$ cat config.mk
export PLATFORM = sky130hd
export DESIGN_NAME = pc_ctrl_unit
export DESIGN_NICKNAME = d
export VERILOG_FILES = /design/src/rtl/pc_ctrl_unit.sv
export SDC_FILE = /design/constraint.sdc
export NUM_CORES = 1
export LEC_CHECK = 0
export BUFFER_PORTS_ARGS = -buffer_cell sky130_fd_sc_hd__buf_4
export CORE_UTILIZATION = 47
export DETAILED_ROUTE_END_ITERATION = 12
export PLACE_DENSITY = 0.79
export SLEW_MARGIN = 0
export SYNTH_ARGS = -nofsm -noshare
export SYNTH_HDL_FRONTEND = slang
export SYNTH_SLANG_ARGS = --single-unit
$ cat constraint.sdc
create_clock -name clk -period 4.3 [get_ports clk]
set_input_delay 0.215 -clock clk [delete_from_list [all_inputs] [get_ports clk]]
set_output_delay 0.215 -clock clk [all_outputs]
set_load 0.005 [all_outputs]
$ cat src/rtl/pc_ctrl_unit.sv
// pc_ctrl_unit: program counter, START/RUN/HALT sequencing and decode of ADD, SUB, ADDI, BNE, EBREAK.
// Optional retired-instruction counter port is built when PC_CTRL_INSTR_COUNT_EN is defined.
module pc_ctrl_unit #(
    parameter int ADDR_WIDTH          = 32,
    parameter int REG_FILE_ADDR_WIDTH = 5,
    parameter int DATA_WIDTH          = 32,
    parameter logic [ADDR_WIDTH-1:0] RESET_VECTOR = '0
) (
    input  logic                           clk,
    input  logic                           rst,
    input  logic [DATA_WIDTH-1:0]          instr,
    input  logic                           Zero,
    output logic [ADDR_WIDTH-1:0]          pc,
    output logic [REG_FILE_ADDR_WIDTH-1:0] AD1,
    output logic [REG_FILE_ADDR_WIDTH-1:0] AD2,
    output logic [REG_FILE_ADDR_WIDTH-1:0] AD3,
    output logic                           WE3,
    output logic                           ALUsrc,
    output logic                           ALUctrl,
    output logic [DATA_WIDTH-1:0]          ImmOp,
    output logic                           halted,
    output logic                           illegal
`ifdef PC_CTRL_INSTR_COUNT_EN
    ,
    output logic [31:0]                    retired
`endif
);

    typedef enum logic [1:0] {
        START = 2'd0,
        RUN   = 2'd1,
        HALT  = 2'd2
    } state_t;

    state_t state;

    logic [6:0]            opcode;
    logic [2:0]            funct3;
    logic [6:0]            funct7;
    logic                  is_add;
    logic                  is_sub;
    logic                  is_addi;
    logic                  is_bne;
    logic                  is_ebreak;
    logic                  is_legal;
    logic                  in_run;
    logic [12:0]           b_imm;
    logic [DATA_WIDTH-1:0] i_imm_ext;
    logic [DATA_WIDTH-1:0] b_imm_ext;
    logic [ADDR_WIDTH-1:0] b_offset;
    logic [ADDR_WIDTH-1:0] next_pc;

    assign opcode    = instr[6:0];
    assign funct3    = instr[14:12];
    assign funct7    = instr[31:25];
    assign in_run    = (state == RUN);

    assign is_add    = (opcode == 7'b0110011) && (funct3 == 3'b000) && (funct7 == 7'b0000000);
    assign is_sub    = (opcode == 7'b0110011) && (funct3 == 3'b000) && (funct7 == 7'b0100000);
    assign is_addi   = (opcode == 7'b0010011) && (funct3 == 3'b000);
    assign is_bne    = (opcode == 7'b1100011) && (funct3 == 3'b001);
    assign is_ebreak = (instr == DATA_WIDTH'(32'h0010_0073));
    assign is_legal  = is_add || is_sub || is_addi || is_bne || is_ebreak;

    // B-type offset is scattered across the word; bit 0 is always zero.
    assign b_imm     = {instr[31], instr[7], instr[30:25], instr[11:8], 1'b0};
    assign i_imm_ext = {{(DATA_WIDTH-12){instr[31]}}, instr[31:20]};
    assign b_imm_ext = {{(DATA_WIDTH-13){b_imm[12]}}, b_imm};
    assign b_offset  = {{(ADDR_WIDTH-13){b_imm[12]}}, b_imm};

    // Zero only matters while a BNE is on the instruction bus.
    assign next_pc = (is_bne && !Zero) ? (pc + b_offset) : (pc + ADDR_WIDTH'(4));

    always_comb begin
        AD1     = '0;
        AD2     = '0;
        AD3     = '0;
        WE3     = 1'b0;
        ALUsrc  = 1'b0;
        ALUctrl = 1'b0;
        ImmOp   = '0;
        if (in_run) begin
            AD1 = REG_FILE_ADDR_WIDTH'(instr[19:15]);
            AD2 = REG_FILE_ADDR_WIDTH'(instr[24:20]);
            AD3 = REG_FILE_ADDR_WIDTH'(instr[11:7]);
            if (is_add) begin
                WE3 = 1'b1;
            end else if (is_sub) begin
                WE3     = 1'b1;
                ALUctrl = 1'b1;
            end else if (is_addi) begin
                WE3    = 1'b1;
                ALUsrc = 1'b1;
                ImmOp  = i_imm_ext;
            end else if (is_bne) begin
                ALUctrl = 1'b1;
                ImmOp   = b_imm_ext;
            end
        end
    end

    always_ff @(posedge clk) begin
        if (rst) begin
            state   <= START;
            pc      <= RESET_VECTOR;
            halted  <= 1'b0;
            illegal <= 1'b0;
`ifdef PC_CTRL_INSTR_COUNT_EN
            retired <= '0;
`endif
        end else begin
            case (state)
                START: state <= RUN;
                RUN: begin
                    if (is_ebreak) begin
                        state  <= HALT;
                        halted <= 1'b1;
                    end else begin
                        pc <= next_pc;
                        if (!is_legal) begin
                            illegal <= 1'b1;
                        end
`ifdef PC_CTRL_INSTR_COUNT_EN
                        retired <= retired + 32'd1;
`endif
                    end
                end
                default: state <= HALT;
            endcase
        end
    end

endmodule

==> impl_metrics.yaml, run 1 <==
timing:
  fin_crit_sh_pct: 71.69
  relSlewSlack_pct: 44.59
  fin_crit_ns: 3.083
  fmax_ghz: 0.3244
  finalHoldViolCount: 0
  slew_viol_final: 0
  tns_ns: 0
  rsz0062_at_grt: "no"
  worst_slew_pin_slew_ns: 0.8295
  post-route-worst-setup-slack_ns: 1.217
  finClkSkew_ns: 0.01008
  setup_violations: 0
min_path:
  holdPathStages: 2
  hp-class: "in2reg"
worst_setup_path:
  startpoint: "state[0]$_SDFFE_PP0N_"
  path_cells: "nor2b_1 > o21ai_0 > a21oi_1 > and2_1 > buf_4"
  reg2reg_from: "pc[2]$_SDFFE_PP0P_"
  crit_type: "reg2out"
  r2r-end: "pc[26]$_SDFFE_PP0P_"
  rr_worst_depth: 9
  max_stage_delay_ns: 0.68
  startpoint_type: "register"
  cp.required_ns: 4.09
  cp_max_fo: 20
  r2r_setup_slack_ns: 1.24
  cpMaxStageDelayCell: "nor2b_1"
  arrival_ns: 2.87
  cp-endpoint: "ImmOp[15]"
  worstSetupEndpointType: "output port"
placed_design:
  place_ws_ns: 1.220
  port_buffers: 117
  post-dp-hpwl_mm: 10.11
  place_congestion: 0.9578
routing:
  detail_route.wirelength_mm: 13.57
  routed-wl-met2_mm: 6.557
  dr.pass1.iters: 5
  wl_per_cell_um: 17.55
  vias_per_cell: 6.292
  ant_nets: 0
  drt-initial-drc-count: 444
  wl_met3_mm: 1.181
  drc: 0
  routed.top_layer: "met4"
  wl_met1_mm: 5.554
  num_vias: 4864
run_status:
  outcome: "finished clean"
die:
  die-area_um2: 9175
  placementRows: 33
  top_level_ports: 119
  die_h_um: 95.79
  core-area_um2: 8382
  die_w_um: 95.79
  start_util_pct: 49.32
layout:
  drive_above_1_share_pct: 21.11
  final_common_cell: "buf_4"
  diodes: 0
  area_growth_pct: 21.64
  most-common-layout-cells: "121 x buf_4, 67 x a21oi_1, 55 x nor2_1"
  final_nets: 734
synthesis:
  synthTopCellsByArea: "dfxtp_1 17%, ha_1 9.4%, a21oi_1 8.1%"
  syn_area_per_cell_um2: 7.079
  syn_nets: 651
  ys_seq_area_share_pct: 16.95
  netlist_area_um2: 4134
  ys_ff_latch: 35
  async_reset_ff_share_pct: 0
  synth_cell_types: 67
  synth_ff_type: "dfxtp_1"
  synth_top_area_share_pct: 16.95
  postSynthCellCount: 584
  synth_edf_count: 0
  yosysWarningCount: 0
  netlist.top_cell.by_area: "dfxtp_1"
power:
  power_frac_clock_pct: 42.5
  p_switching_w: 0.0002390
  p_int_w: 0.0006320
  seqPwrFrac_pct: 38.1
  ir_drop_uv: 200.1
  p_sw_share_pct: 27.44
  power.share.combinational_pct: 19.4
  p_per_area_nw_per_um2: 173.2
  power.leakage_nw: 2.243
clock_network:
  clk_path_buf_depth: 2
  clock-sinks: 35
  cts-resized-gates: 0
  postCtsSetupBuffers: 0
  insertion_delay_ns: 0.30
  root_buffer: "clkbuf_8"
  postCtsHoldBufs: 0
  cts_buffers: 5
  cts_max_level: 2
  cts_tree: "built"
  cts.reportedPaths.clkPinSlew_ns: 0.08
global_routing:
  grt_first_pass_wirelength_mm: 21.59
  grt.total_usage_pct: 30.08
  antenna_found_initial: 0
  grt_pass1_vias: 4411
  overflow: 0
  grt_max_degree: 43
job:
  maxCapViolCount: 0
[registers in the layout, indices dropped and copies added (netlist names)]
register  flops
state         2
pc           31
halted        1
illegal       1
[Yosys cell counts (all sizes together), types with 10 or more instances]
master,number
and3,11
xnor2,14
nand2,44
inv,16
o21ai,39
nand3,23
clkbuf,11
buf,34
nor2,56
dfxtp,35
a21o,19
a21oi,67
nand4,10
nor3,16
ha,31
a31oi,15
a211oi,13
and2,24
[worst min path at each step]
stage / endpoint / from / slack (ns)
6_report: illegal$_SDFFE_PP0P_ / rst / 0.33
5_1_grt: state[1]$_SDFFE_PP0N_ / rst / 0.33
4_1_cts: state[1]$_SDFFE_PP0N_ / rst / 0.32
3_5_place_dp: pc[1]$_SDFFE_PP0P_ / pc[1]$_SDFFE_PP0P_ / 0.48
3_3_place_gp: halted$_SDFFE_PP0P_ / halted$_SDFFE_PP0P_ / 0.46
2_1_floorplan: pc[16]$_SDFFE_PP0P_ / rst / 0.38
[metal layers]
layer | up-vias | global-route usage, %
met5 | - | 0
met2 | 227 | 52.38
met1 | 2272 | 37.92
met4 | 0 | 9.577
li1 | 2329 | -
met3 | 36 | 4.502
[metrics by stage]
step / total power [W] / util [%] / area [um2] / hold WS [ns] / instances
finish: 0.0008710 / 59.99 / 5029 / 0.3345 / 773
global route: 0.0009056 / 59.99 / 5029 / 0.3291 / 773
CTS: 0.0008688 / 59.99 / 5029 / 0.3226 / 773
detailed placement: 0.0005050 / 58.41 / 4896 / 0.4775 / 765
global placement: 0.0005010 / 58.41 / 4896 / 0.4567 / 765
floorplan: 0.0004295 / - / 4134 / 0.3791 / 584
[critical path, delay by kind of cell (launching register included)]
kind | cells | cell delay [ns]
AOI/OAI and AO/OA | 2 | 0.75
and+or+nand+nor | 2 | 1.24
buffers and inverters | 1 | 0.21
DFF | 1 | 0.36
[cell families (layout without fill, tap and decap cells)]
logic type | Yosys count | in the layout | synth area share [%]
AOI/OAI and AO/OA | 208 | 208 | 32.23
xor gates and xnor gates | 18 | 18 | 3.814
adders and majority gates | 32 | 32 | 9.867
buffers and inverters | 61 | 145 | 8.172
DFF | 35 | 35 | 16.95
muxes | 4 | 4 | 0.9988
other | 1 | 1 | 0.09071
and+or+nand+nor | 225 | 225 | 27.88
[cell type report]
cell class | count | area (um2)
multi-input combinational | 488 | 3095
inverter | 16 | 60.06
clock inverter | 2 | 60.06
sequential | 35 | 700.7
timing repair buffer | 121 | 908.4
clock buffer | 6 | 72.57
tap | 105 | 131.4
fill | 797 | 3353
[power by group through the flow]
stage | Combinational [W] | Clock (W) | Sequential (W)
detailed placement | 0.000166 | 0 | 0.000339
global route | 0.000185 | 0.000389 | 0.000332
global placement | 0.000163 | 0 | 0.000338
floorplan | 0.0000914 | 0 | 0.000338
finish | 0.000169 | 0.000370 | 0.000332
CTS | 0.000167 | 0.000371 | 0.000331
Power figures use the tool's default switching activity.
==> run 2: changes to the inputs <==
--- a/config.mk
+++ b/config.mk
@@ -5,10 +5,11 @@
 export SDC_FILE = /design/constraint.sdc
 export NUM_CORES = 1
 export LEC_CHECK = 0
+export ABC_AREA = 1
 export BUFFER_PORTS_ARGS = -buffer_cell sky130_fd_sc_hd__buf_4
 export CORE_UTILIZATION = 47
 export DETAILED_ROUTE_END_ITERATION = 12
-export PLACE_DENSITY = 0.79
+export PLACE_DENSITY = 0.77
 export SLEW_MARGIN = 0
 export SYNTH_ARGS = -nofsm -noshare
 export SYNTH_HDL_FRONTEND = slang
==> constraint.sdc (replaced) <==
create_clock -name clk -period 3.14 [get_ports clk]
set_input_delay 0.157 -clock clk [delete_from_list [all_inputs] [get_ports clk]]
set_output_delay 0.157 -clock clk [all_outputs]
set_load 0.005 [all_outputs]
==> run 2 against run 1 <==
Die area is 19% higher. Cell count is 40% higher. Power is 67% higher. Area after synthesis is 19% higher. Critical path type unchanged. Highest routed layer unchanged.
==> impl_metrics.yaml, run 2 <==
min_path:
  hp-class: "in2reg"
worst_setup_path:
  r2r_setup_slack_ns: 0.90
  crit_type: "reg2out"
  arrival_ns: 2.21
  cpMaxStageDelayCell: "nor3_2"
  cp.required_ns: 2.98
  max_stage_delay_ns: 0.85
  cp_max_fo: 20
  path_cells: "inv_1 > nor2_1 > nand2_1 > nor3_2 > buf_4"
  critPathTopFamily: "simple AND/OR/NAND/NOR gates"
  startpoint_type: "register"
  path_buf_inv: 2
  worstSetupEndpointType: "output port"
power:
  p_sw_share_pct: 37.64
  p_int_w: 0.0009053
  ir_drop_uv: 241.1
  seqPwrFrac_pct: 35.3
  power_frac_clock_pct: 29.5
  p_switching_w: 0.0005465
  power.total_w: 0.001452
  p_per_area_nw_per_um2: 246.9
  power.leakage_nw: 3.017
  power.share.combinational_pct: 35.2
layout:
  largest_reg_flops: 31
  top_register: "pc"
  drive_above_1_share_pct: 18.48
  final_nets: 1013
  area_growth_pct: 19.11
  stdcell_area_um2: 5879
  fin_cells: 1083
  diodes: 0
  top_regs: "pc x31, state x2"
  most-common-layout-cells: "203 x nand2_1, 120 x inv_1, 118 x buf_4"
  final_common_cell: "nand2_1"
die:
  start_util_pct: 48.25
  die-area_um2: 10920
  top_level_ports: 119
  core-area_um2: 10230
  die_h_um: 104.5
  placementRows: 37
  die_w_um: 104.5
timing:
  finalHoldViolCount: 0
  slew_viol_final: 0
  relSlewSlack_pct: 33.18
  rsz0062_at_grt: "no"
  finClkSkew_ns: 0.01163
  tns_ns: 0
  worst_slew_pin_slew_ns: 0.9969
  fin_crit_ns: 2.369
  fin_crit_sh_pct: 75.46
  setup_violations: 0
  fmax_ghz: 0.4220
synthesis:
  synthTopCellsByCount: "203 x nand2_1, 120 x inv_1, 101 x nor2_1"
  netlist.top_cell.by_area: "nand2_1"
  netlist_area_um2: 4936
  synth_compound_gate_area_share_pct: 18.00
  synth_top_family_by_area: "simple AND/OR/NAND/NOR gates"
  syn_area_per_cell_um2: 5.780
  synth_top_area_share_pct: 15.44
  synth_ff_type: "dfxtp_1"
  synthSimpleGateAreaFrac_pct: 42.15
  ys_ff_latch: 35
  synth_cell_types: 49
  synth_fa_ha_area_share_pct: 8.264
  async_reset_ff_share_pct: 0
  ys_seq_area_share_pct: 14.20
  synthMuxAreaShare_pct: 0
  synth.most_common_cell: "nand2_1"
  synthTopCellsByArea: "nand2_1 15%, dfxtp_1 14%, inv_1 9.1%"
  yosysWarningCount: 0
  syn_nets: 921
  synth_edf_count: 0
  postSynthCellCount: 854
  synth-xor-area-share_pct: 3.016
global_routing:
  grt_pass1_vias: 5421
  grt.total_usage_pct: 29.75
  antenna_found_initial: 0
  grt_first_pass_wirelength_mm: 26.11
  grt_max_degree: 40
  overflow: 0
routing:
  dr.pass1.iters: 5
  drc: 0
  wl_per_cell_um: 15.05
  detail_route.wirelength_mm: 16.30
  drt-initial-drc-count: 398
  num_vias: 5950
  ant_nets: 0
  vias_per_cell: 5.494
clock_network:
  postCtsHoldBufs: 0
  cts_max_level: 2
  root_buffer: "clkbuf_8"
  insertion_delay_ns: 0.30
  clk_path_buf_depth: 2
  cts_buffers: 5
  clock-sinks: 35
  postCtsSetupBuffers: 0
  cts.reportedPaths.clkPinSlew_ns: 0.09
  cts-resized-gates: 0
  cts_tree: "built"
placed_design:
  port_buffers: 117
  place_congestion: 0.9539
  placed_area_um2: 5767
  post-place-cells: 1075
  post-dp-hpwl_mm: 13.07
run_status:
  outcome: "finished clean"
job:
  maxCapViolCount: 0
## run 2: changes by cell type after synthesis, moves of 8 or more
cell	change
a211oi_1	-11
a21o_1	-14
a31oi_1	-9
and2_1	-23
and3_1	-9
buf_2	-8
inv_1	+104
nand2_1	+159
nand3_1	+43
nand4_1	+8
nor2_1	+46
nor3_1	+10
o21ai_0	+10
## run 2: per-stage QoR
stage               setup WS, ns  util, %  hold slack (ns)
floorplan                 0.6799        -           0.3132
global placement          0.8901    56.37           0.4703
detailed placement        0.8183    56.37           0.4711
CTS                       0.7481    57.47           0.1655
global route              0.5518    57.47           0.1606
finish                    0.7706    57.47           0.1621
## run 2: routing by layer
| metal | part of all wire, % | track usage (%) | vias up |
|---|---|---|---|
| li1 | - | - | 2971 |
| met1 | 41 | 35.98 | 2662 |
| met3 | 7.6 | 4.825 | 46 |
| met2 | 47 | 51.18 | 271 |
| met4 | 4.5 | 13.88 | 0 |
| met5 | 0 | 0 | - |
## run 2: cell type report
| cell class | count | area [um2] |
|---|---|---|
| clock buffers | 5 | 68.82 |
| clock inverters | 3 | 43.79 |
| fillers | 1072 | 4352 |
| inverters | 126 | 475.5 |
| multi-input cells | 660 | 3535 |
| flip-flops and latches | 35 | 700.7 |
| well taps | 136 | 170.2 |
| repair buffers | 118 | 885.9 |
## run 2: logic make-up (layout without fill, tap and decap cells)
logic type,Yosys count,count (layout)
AO/OA/AOI/OAI,154,154
XOR/XNOR,17,17
adder cells (fa/ha/maj),32,32
buffers and inverters,159,252
flip-flops,35,35
other,1,1
AND/OR/NAND/NOR,456,456
## run 2: path summary, 6_finish.rpt
| check | startpoint | end | cells after the start |
|---|---|---|---|
| max reg2reg | pc[6]$_SDFFE_PP0P_ | pc[15]$_SDFFE_PP0P_ | 10 |
| min reg2reg | illegal$_SDFFE_PP0P_ | illegal$_SDFFE_PP0P_ | 2 |
| max | state[0]$_SDFFE_PP0N_ | ImmOp[28] | 5 |
| min | rst | state[0]$_SDFFE_PP0N_ | 2 |
## run 2: power groups by stage
stage	combinational [W]	sequential (W)	clock [W]
global route	0.000573	0.000515	0.000448
global placement	0.000498	0.000521	0
floorplan	0.000334	0.000507	0
detailed placement	0.000504	0.000521	0
finish	0.000511	0.000512	0.000428
CTS	0.000507	0.000511	0.000427
